===== config.mk =====
export PLATFORM = sky130hd
export DESIGN_NAME = uart_tx_reader
export DESIGN_NICKNAME = d
export VERILOG_FILES = /design/src/rtl/uart_pkg.sv /design/src/rtl/uart_baud_gen.sv /design/src/rtl/uart_tx_reader.sv
export SDC_FILE = /design/constraint.sdc
export NUM_CORES = 1
export LEC_CHECK = 0
export CAP_MARGIN = 30
export CORE_MARGIN = 5
export CORE_UTILIZATION = 42
export CTS_CLUSTER_SIZE = 8
export DETAILED_ROUTE_END_ITERATION = 8
export MAX_ROUTING_LAYER = met4
export SETUP_SLACK_MARGIN = 0.4
export SYNTH_ARGS = -nofsm -noshare
export SYNTH_HDL_FRONTEND = slang
export SYNTH_SLANG_ARGS = --single-unit

===== constraint.sdc =====
create_clock -name clk -period 6.27 [get_ports clk]
set_input_delay 0.627 -clock clk [delete_from_list [all_inputs] [get_ports clk]]
set_output_delay 0.627 -clock clk [all_outputs]
set_load 0.005 [all_outputs]

===== src/rtl/uart_pkg.sv =====
// -----------------------------------------------------------------------------
// uart_pkg
// Shared definitions for the UART transmitter and the matching receiver:
//   - parity_e   : parity selection (NONE, EVEN, ODD)
//   - tx_state_e : transmitter frame-sequencing states
//   - calc_scale : bit period in clocks from clock MHz and line bit rate
//   - parity_bit : parity bit value for a data byte under a parity mode
// No ports (package).
// -----------------------------------------------------------------------------
package uart_pkg;

  typedef enum logic [1:0] {
    NONE = 2'd0,
    EVEN = 2'd1,
    ODD  = 2'd2
  } parity_e;

  typedef enum logic [2:0] {
    IDLE   = 3'd0,
    START  = 3'd1,
    DATA   = 3'd2,
    PARITY = 3'd3,
    STOP   = 3'd4
  } tx_state_e;

  // Bit period in clocks, integer-truncated. A zero or negative bit rate
  // yields 0 so that the caller's "scale < 2" elaboration check trips.
  function automatic int calc_scale(input int clk_mhz, input int boadrate);
    longint hz;
    hz = longint'(clk_mhz) * 64'sd1000000;
    if (boadrate <= 0) begin
      return 0;
    end
    return int'(hz / longint'(boadrate));
  endfunction

  // Even parity makes the total count of ones (data + parity) even;
  // odd parity is its inverse. NONE returns the even value (unused).
  function automatic logic parity_bit(input logic [7:0] bits, input parity_e mode);
    return (^bits) ^ (mode == ODD);
  endfunction

endpackage


===== src/rtl/uart_baud_gen.sv =====
// -----------------------------------------------------------------------------
// uart_baud_gen
// Bit-period down-counter. A load reloads the counter to scale-1; otherwise
// it counts down and rests at zero. tick is high while the counter is zero,
// so a bit started by a load lasts exactly `scale` clocks.
// Ports:
//   clk   in  system clock, rising edge
//   rst_n in  asynchronous reset, active low (counter cleared)
//   load  in  start a new bit period on this edge
//   tick  out last clock of the current bit period
// -----------------------------------------------------------------------------
module uart_baud_gen #(
  parameter int scale = 10
) (
  input  logic clk,
  input  logic rst_n,
  input  logic load,
  output logic tick
);

  localparam int CNT_W = (scale < 2) ? 1 : $clog2(scale);
  localparam logic [CNT_W-1:0] RELOAD = CNT_W'(scale - 1);

  if (scale < 2) begin : g_bad_scale
    $error("uart_baud_gen: scale must be at least 2");
  end

  logic [CNT_W-1:0] cnt_reg;

  always_ff @(posedge clk or negedge rst_n) begin
    if (!rst_n) begin
      cnt_reg <= '0;
    end else if (load) begin
      cnt_reg <= RELOAD;
    end else if (cnt_reg != '0) begin
      cnt_reg <= cnt_reg - CNT_W'(1);
    end
  end

  assign tick = (cnt_reg == '0);

endmodule


===== src/rtl/uart_tx_reader.sv =====
// -----------------------------------------------------------------------------
// uart_tx_reader
// UART transmitter: start bit, 8 data bits LSB first, optional parity bit,
// 1 or 2 stop bits. A one-entry holding register lets the producer hand over
// the next byte while the current frame shifts out, so consecutive frames
// follow each other without an idle bit.
// Ports:
//   clk     in   system clock, rising edge
//   rst_n   in   asynchronous reset, active low; aborts any frame in flight
//   data    in   [7:0] byte to send, sampled when valid && ready
//   valid   in   producer has a byte on data
//   ready   out  holding register empty
//   tx      out  serial line, idle high, registered
//   busy    out  a frame is on the line (START through last STOP)
//   tx_done out  one-cycle pulse in the last clock of the last stop bit
// -----------------------------------------------------------------------------
module uart_tx_reader
  import uart_pkg::*;
#(
  parameter int clk_mhz     = 50,
  parameter int boadrate    = 9600,
  parameter int parity_mode = 0,
  parameter int stop_bits   = 1
) (
  input  logic       clk,
  input  logic       rst_n,
  input  logic [7:0] data,
  input  logic       valid,
  output logic       ready,
  output logic       tx,
  output logic       busy,
  output logic       tx_done
);

  localparam int      SCALE      = calc_scale(clk_mhz, boadrate);
  localparam parity_e PARITY_SEL = parity_e'(parity_mode[1:0]);
  // Index of the final stop bit (0 for one stop bit, 1 for two).
  localparam logic    STOP_LAST  = (stop_bits == 2);

  if (SCALE < 2) begin : g_bad_scale
    $error("uart_tx_reader: clk_mhz/boadrate gives a bit period below 2 clocks");
  end
  if ((parity_mode < 0) || (parity_mode > 2)) begin : g_bad_parity
    $error("uart_tx_reader: parity_mode must be 0, 1 or 2");
  end
  if ((stop_bits != 1) && (stop_bits != 2)) begin : g_bad_stop
    $error("uart_tx_reader: stop_bits must be 1 or 2");
  end

  tx_state_e  state_reg, state_next;
  logic [7:0] hold_reg;
  logic       hold_full_reg;
  logic [7:0] shift_reg, shift_next;
  logic [2:0] bit_idx_reg, bit_idx_next;
  logic       stop_idx_reg, stop_idx_next;
  logic       tx_reg, tx_next;

  logic       accept;   // byte handed over on this edge
  logic       take;     // FSM moves the held byte into the shift register
  logic       load;     // a new bit period starts on this edge
  logic       tick;     // last clock of the current bit period

  uart_baud_gen #(
    .scale(SCALE)
  ) u_baud (
    .clk  (clk),
    .rst_n(rst_n),
    .load (load),
    .tick (tick)
  );

  // ---------------------------------------------------------------------------
  // Holding register. ready is low while it is full, so an accept and a take
  // can never land on the same edge.
  // ---------------------------------------------------------------------------
  assign ready  = !hold_full_reg;
  assign accept = valid && !hold_full_reg;

  always_ff @(posedge clk or negedge rst_n) begin
    if (!rst_n) begin
      hold_reg      <= '0;
      hold_full_reg <= 1'b0;
    end else begin
      if (accept) begin
        hold_reg      <= data;
        hold_full_reg <= 1'b1;
      end else if (take) begin
        hold_full_reg <= 1'b0;
      end
    end
  end

  // ---------------------------------------------------------------------------
  // Frame sequencer: state register
  // ---------------------------------------------------------------------------
  always_ff @(posedge clk or negedge rst_n) begin
    if (!rst_n) begin
      state_reg    <= IDLE;
      shift_reg    <= '0;
      bit_idx_reg  <= '0;
      stop_idx_reg <= 1'b0;
      tx_reg       <= 1'b1;
    end else begin
      state_reg    <= state_next;
      shift_reg    <= shift_next;
      bit_idx_reg  <= bit_idx_next;
      stop_idx_reg <= stop_idx_next;
      tx_reg       <= tx_next;
    end
  end

  // ---------------------------------------------------------------------------
  // Frame sequencer: next state. Every transition into a bit state also
  // reloads the baud counter, which is what makes each bit exactly one period.
  // ---------------------------------------------------------------------------
  always_comb begin
    state_next    = state_reg;
    shift_next    = shift_reg;
    bit_idx_next  = bit_idx_reg;
    stop_idx_next = stop_idx_reg;
    take          = 1'b0;
    load          = 1'b0;
    tx_done       = 1'b0;

    unique case (state_reg)
      IDLE: begin
        if (hold_full_reg) begin
          take       = 1'b1;
          shift_next = hold_reg;
          load       = 1'b1;
          state_next = START;
        end
      end

      START: begin
        if (tick) begin
          load         = 1'b1;
          bit_idx_next = 3'd0;
          state_next   = DATA;
        end
      end

      DATA: begin
        if (tick) begin
          load = 1'b1;
          if (bit_idx_reg == 3'd7) begin
            stop_idx_next = 1'b0;
            state_next    = (PARITY_SEL != NONE) ? PARITY : STOP;
          end else begin
            bit_idx_next = bit_idx_reg + 3'd1;
          end
        end
      end

      PARITY: begin
        if (tick) begin
          load          = 1'b1;
          stop_idx_next = 1'b0;
          state_next    = STOP;
        end
      end

      STOP: begin
        if (tick) begin
          if (stop_idx_reg != STOP_LAST) begin
            load          = 1'b1;
            stop_idx_next = 1'b1;
          end else begin
            tx_done = 1'b1;
            // A byte already waiting goes straight to START: no idle gap.
            if (hold_full_reg) begin
              take       = 1'b1;
              shift_next = hold_reg;
              load       = 1'b1;
              state_next = START;
            end else begin
              state_next = IDLE;
            end
          end
        end
      end

      default: begin
        state_next = IDLE;
      end
    endcase
  end

  // ---------------------------------------------------------------------------
  // Line level is decoded from the next-state values and registered, so tx
  // changes on the same edge as the state it belongs to and stays glitch-free.
  // ---------------------------------------------------------------------------
  always_comb begin
    tx_next = 1'b1;
    case (state_next)
      START:   tx_next = 1'b0;
      DATA:    tx_next = shift_next[bit_idx_next];
      PARITY:  tx_next = parity_bit(shift_next, PARITY_SEL);
      default: tx_next = 1'b1;
    endcase
  end

  assign tx   = tx_reg;
  assign busy = (state_reg != IDLE);

endmodule

; After elaboration in Yosys (flattened, before gate mapping)
; Cells that the tools add are included.
[op_classes]
n_div = 0
muxes = 41
bitwise_logic = 0
n_reduce_logical = 12
magnitude_cmp = 1
add_sub_neg = 2
shifts = 0
multipliers = 0
eq_ne = 12
[ops]
columns = operator, n
row1 = $mux 3, 10
row2 = $mux 13, 2
row3 = $mux 8, 3
row4 = $mux 1, 18
row5 = $pmux 8 s2, 1
row6 = $pmux 3 s5, 1
row7 = $logic_not 13->1, 1
row8 = $reduce_bool 13->1, 1
row9 = $sub 13x1->13 const B, 1
row10 = $eq 3x2->1 const B, 4
row11 = $pmux 1 s3, 3
row12 = $ne 2x2->1 const B, 4
row13 = $reduce_xor 8->1, 1
row14 = $eq 3x1->1 const B, 2
row15 = $eq 3x3->1 const B, 2
row16 = $pmux 3 s2, 1
row17 = $reduce_bool 3->1, 2
row18 = $reduce_and 5->1, 1
row19 = $lt 3x4->1 const B, 1
row20 = $reduce_bool 2->1, 2
row21 = $add 3x1->3 const B, 1
row22 = $bmux 1 s3, 1
row23 = $logic_not 3->1, 1
row24 = $reduce_or 3->1, 1
row25 = other kinds (3), 3
[totals]
input_bits = 11
ram_bits = 0
latchBits = 0
output_inout_bits = 4
mem_count = 0
romBits = 0
ff_bits = 38

; Depth between registers and ports, before layout
[logic_depth]
depth_word = 7
depth_mapped = 12
ltp_nobuf = 10

; Cells and area by module
; Synthesis repeated with hierarchy kept, for this count alone.
[unflattened]
cells_unflattened = 198
area_unflattened_um2 = 2108.3
[modules_own_cells]
columns = mod, cells_per_inst, n_inst, area_each_um2
row1 = uart_tx_reader, 126, 1, 1383.8
row2 = uart_baud_gen, 72, 1, 724.4

; Least setup slack after synthesis
; OpenSTA, ideal clock, no wires.
[synth_path]
path_kind = reg-to-reg
start = register u_baud.cnt_reg[0]
end = register tx_reg, in the netlist tx
arrival_time_ns = 2.786
required_ns = 6.180
path_slack_ns = 3.394
setup_ns = 0.090
path_buffers = 1
stages_incl_launch_ff = 11
path_cell_list = dfrtp_1 inv_1 ha_1 or3b_1 clkbuf_1 or4_1 o32a_1 o22ai_2 mux2_2 a211oi_2 o22ai_1
[synth_between]
elab_chain_cells = 6
elab_cells_between_ends = 18
classes_between = eq/ne (3) / mux (13) / reduce/logical (2)
[synth_rtl]
columns = element, line
row1 = start: declaration, uart_baud_gen.sv:28  ; logic [CNT_W-1:0] cnt_reg;
row2 = start signal: assignment, uart_baud_gen.sv:36  ; cnt_reg <= cnt_reg - CNT_W'(1);
row3 = $logic_not 13->1 (*), uart_baud_gen.sv:40  ; assign tick = (cnt_reg == '0);
row4 = "$mux 3, on equally long branches", "uart_tx_reader.sv:144, uart_tx_reader.sv:136"
row5 = $pmux 3 s2 (*), uart_tx_reader.sv:125  ; unique case (state_reg)
row6 = net bit_idx_next[1], uart_tx_reader.sv:54  ; logic [2:0] bit_idx_reg, bit_idx_next;
row7 = $bmux 1 s3 (*), uart_tx_reader.sv:197  ; DATA: tx_next = shift_next[bit_idx_next];
row8 = $mux 1 (not written as such) (*), uart_tx_reader.sv:197
row9 = $pmux 1 s3 (*), uart_tx_reader.sv:195  ; case (state_next)
row10 = net tx_next, uart_tx_reader.sv:56  ; logic tx_reg, tx_next;
row11 = end signal: assignment, uart_tx_reader.sv:108  ; tx_reg <= tx_next;
row12 = end: declaration, uart_tx_reader.sv:56
; Mark *: on every way through the listed nets, which the timed path passes. The rest lies on a longest branch. The select of a mux whose other input is x is not followed.
; A chain may end at the register's enable or synchronous reset.

; Worst setup path after layout
[layout_path]
start = register u_baud.cnt_reg[0]
end = output port tx_done
[layout_between]
elab_chain_cells = 3
[layout_rtl]
columns = element, line
row1 = $logic_not 13->1, uart_baud_gen.sv:40
row2 = $mux 1, uart_tx_reader.sv:164  ; if (tick) begin
row3 = $mux 1, uart_tx_reader.sv:125
row4 = end: declaration, uart_tx_reader.sv:32  ; output logic tx_done
; No other way between the ends.

==> results.yml <==
setup_path:
  reg2reg_depth: 9
  worst_path_dominant_cell_family: "simple AND/OR/NAND/NOR gates"
  cp-start-kind: "register"
  path_buf_inv: 2
  max_stage_delay_ns: 0.74
  critPathRequiredTime_ns: 5.64
  crit_type: "reg2out"
  cpMaxStageDelayCell: "or4_1"
  cp_cell_sequence: "inv_1 > ha_1 > or3b_1 > or4_1 > nor2_1 > clkdlybuf4s50_1"
  ff2ff_setup_slack_ns: 2.99
  worstPathArrival_ns: 2.84
  r2r_end: "tx$_DFF_PN1_"
  end_kind: "output pin"
  cp_max_fo: 13
  regToRegStartpoint: "u_baud.cnt_reg[0]$_DFFE_PN0P_"
route:
  wirelength_um: 3420
  via_per_inst: 5.34
  drc_errors: 0
  wire_per_inst_um: 14.4
  drtIter0Drc: 67
  num_vias: 1272
  postRouteAntennaNets: 0
  drt_first_pass_iters: 4
run:
  max_cap_violations: 0
global_route:
  grt_util_all_layers_pct: 13.1
  grt_overflow: 0
  grt_pass1_vias: 1316
  antenna_found_initial: 0
  grt_max_degree: 38
  grt_pass1_wl_um: 6040
clock_network:
  clk_latency_ns: 0.28
  cts_max_level: 2
  hold_buffers: 0
  cts_sinks: 37
  cts.repair.resized: 0
  cts-root-buf: "clkbuf_8"
  cts_setup_buffers: 0
  cts_buffers: 5
  cts_tree: "yes"
  path_clk_slew_ns: 0.07
  clockBufferDepth: 2
outcome:
  status: "complete, no violations"
cells_and_area:
  drive_gt1_share_pct: 16.7
  layout_common_cells: "dfrtp_1 (36), inv_1 (17), clkdlybuf4s50_1 (14), nand2_1 (12), nor2_1 (12)"
  stdcell_count: 238
  antennaDiodeCount: 0
  final_common_cell: "dfrtp_1"
  syn_to_final_growth_pct: 14.2
  nets: 198
  largest_reg_flops: 13
  postLayoutCellArea_mm2: 0.00214
floorplanning:
  initial_core_util_pct: 43.1
  die_area_mm2: 0.00591
  pin_count: 15
  coreArea_mm2: 0.00435
  rows: 24
  dieWidth_um: 76.9
  chipHeight_um: 76.9
power_and_ir_drop:
  p_leak_nw: 0.953
  p_per_area_mw_per_mm2: 342
  ir_drop_v: 0.000130
sta:
  period_minus_slack_ns: 3.47
  finalCritPeriodShare_pct: 55.4
  slew_headroom_pct: 45.3
  finalClockSkew_ns: 0.00553
  tns_ns: 0
  finalMaxSlewViolations: 0
  tightest_slew_ns: 0.814
  setup_ws_ns: 2.80
  setup_violations: 0
  rsz0062_at_grt: "no"
  fmax_mhz: 288
  final_hold_viol_count: 0
synth:
  synthCells: 169
  ys_ff_latch: 37
  syn_area_per_cell_um2: 11.1
  ys_seq_area_share_pct: 49.4
  synth.distinct_cells: 42
  async_reset_ff_share_pct: 100
  syn-cell-area_mm2: 0.00188
  synth-edff-count: 0
  synth_nets: 182
  yosys_warnings: 0
  synth_flop_cell: "dfrtp_1"
place:
  place.gp.congestion: 0.887
  place_ws_ns: 3.01
  portBuffers: 14
  placed_cell_area_mm2: 0.00206
  post-place-cells: 230
  dp_hpwl_um: 2590
min_path:
  whs_path_depth: 1
  min_path_type: "reg2reg"
  hp-start: "hold_reg[6]$_DFFE_PN0P_"
  hold-path-endpoint: "hold_reg[6]$_DFFE_PN0P_"
synth_stat cells (2+ instances only):
| cell type | count | area (um2) |
|---|---|---|
| a211oi_1 | 2 | 15.0 |
| a21oi_1 | 2 | 10.0 |
| clkbuf_1 | 5 | 18.8 |
| dfrtp_1 | 36 | 901 |
| ha_1 | 2 | 25.0 |
| inv_1 | 17 | 63.8 |
| mux2_2 | 11 | 124 |
| mux2i_1 | 5 | 50.1 |
| mux2i_2 | 5 | 68.8 |
| nand2_1 | 12 | 45.0 |
| nand3_1 | 3 | 15.0 |
| nand4_1 | 2 | 12.5 |
| nor2_1 | 12 | 45.0 |
| nor3_1 | 4 | 20.0 |
| o21ai_0 | 4 | 20.0 |
| o22ai_1 | 2 | 12.5 |
| or3_1 | 3 | 18.8 |
| or4_1 | 4 | 30.0 |
| xnor2_1 | 10 | 87.6 |
| xor2_1 | 6 | 52.6 |
through the flow:
stage	power, mW	util [%]	hold slack [ns]
6_report	0.733	49.3	0.503
5_1_grt	0.793	49.3	0.530
3_3_place_gp	0.573	47.3	0.490
4_1_cts	0.745	49.3	0.513
3_5_place_dp	0.583	47.3	0.495
2_1_floorplan	0.528	-	0.331
layout make-up:
class | count | area, um2
Timing Repair Buffer | 15 | 148
Inverter | 17 | 63.8
Tap cell | 52 | 65.1
Clock buffer | 7 | 76.3
Fill cell | 378 | 2210
Clock inverter | 1 | 7.51
Sequential cell | 37 | 927
Multi-Input combinational cell | 109 | 857
worst max path at each step:
stage / slack [ns] / depth (start not counted) / to / start
6_report: 2.80 / 6 / tx_done / u_baud.cnt_reg[0]$_DFFE_PN0P_
5_1_grt: 2.68 / 6 / tx_done / u_baud.cnt_reg[0]$_DFFE_PN0P_
4_1_cts: 2.80 / 6 / tx_done / u_baud.cnt_reg[0]$_DFFE_PN0P_
3_5_place_dp: 3.01 / 9 / tx$_DFF_PN1_ / u_baud.cnt_reg[0]$_DFFE_PN0P_
3_3_place_gp: 3.10 / 9 / tx$_DFF_PN1_ / u_baud.cnt_reg[0]$_DFFE_PN0P_
2_1_floorplan: 3.39 / 10 / tx$_DFF_PN1_ / u_baud.cnt_reg[0]$_DFFE_PN0P_
where the power goes:
part / switching (mW) / internal [mW]
Combinational: 0.101 / 0.111
Clock: 0.0783 / 0.0785
Sequential: 0.0567 / 0.307
Total: 0.236 / 0.497
cells by family after synthesis:
family                   after synthesis  share of synthesized area (%)
buffers and inverters                 23                           5.00
AO/OA/AOI/OAI                         22                           9.39
adder cells (fa/ha/maj)                2                           1.33
flip-flops                            37                           49.4
XOR/XNOR                              17                           8.33
multiplexers                          21                           12.9
AND/OR/NAND/NOR                       47                           13.7
routing by layer:
metal  track usage (%)  wire length (um)
met1              15.6              1480
met2              20.5              1730
met3              3.86               160
met4              5.77                54
met5                 -                 0
No activity file was read; power rests on OpenSTA's default activity.
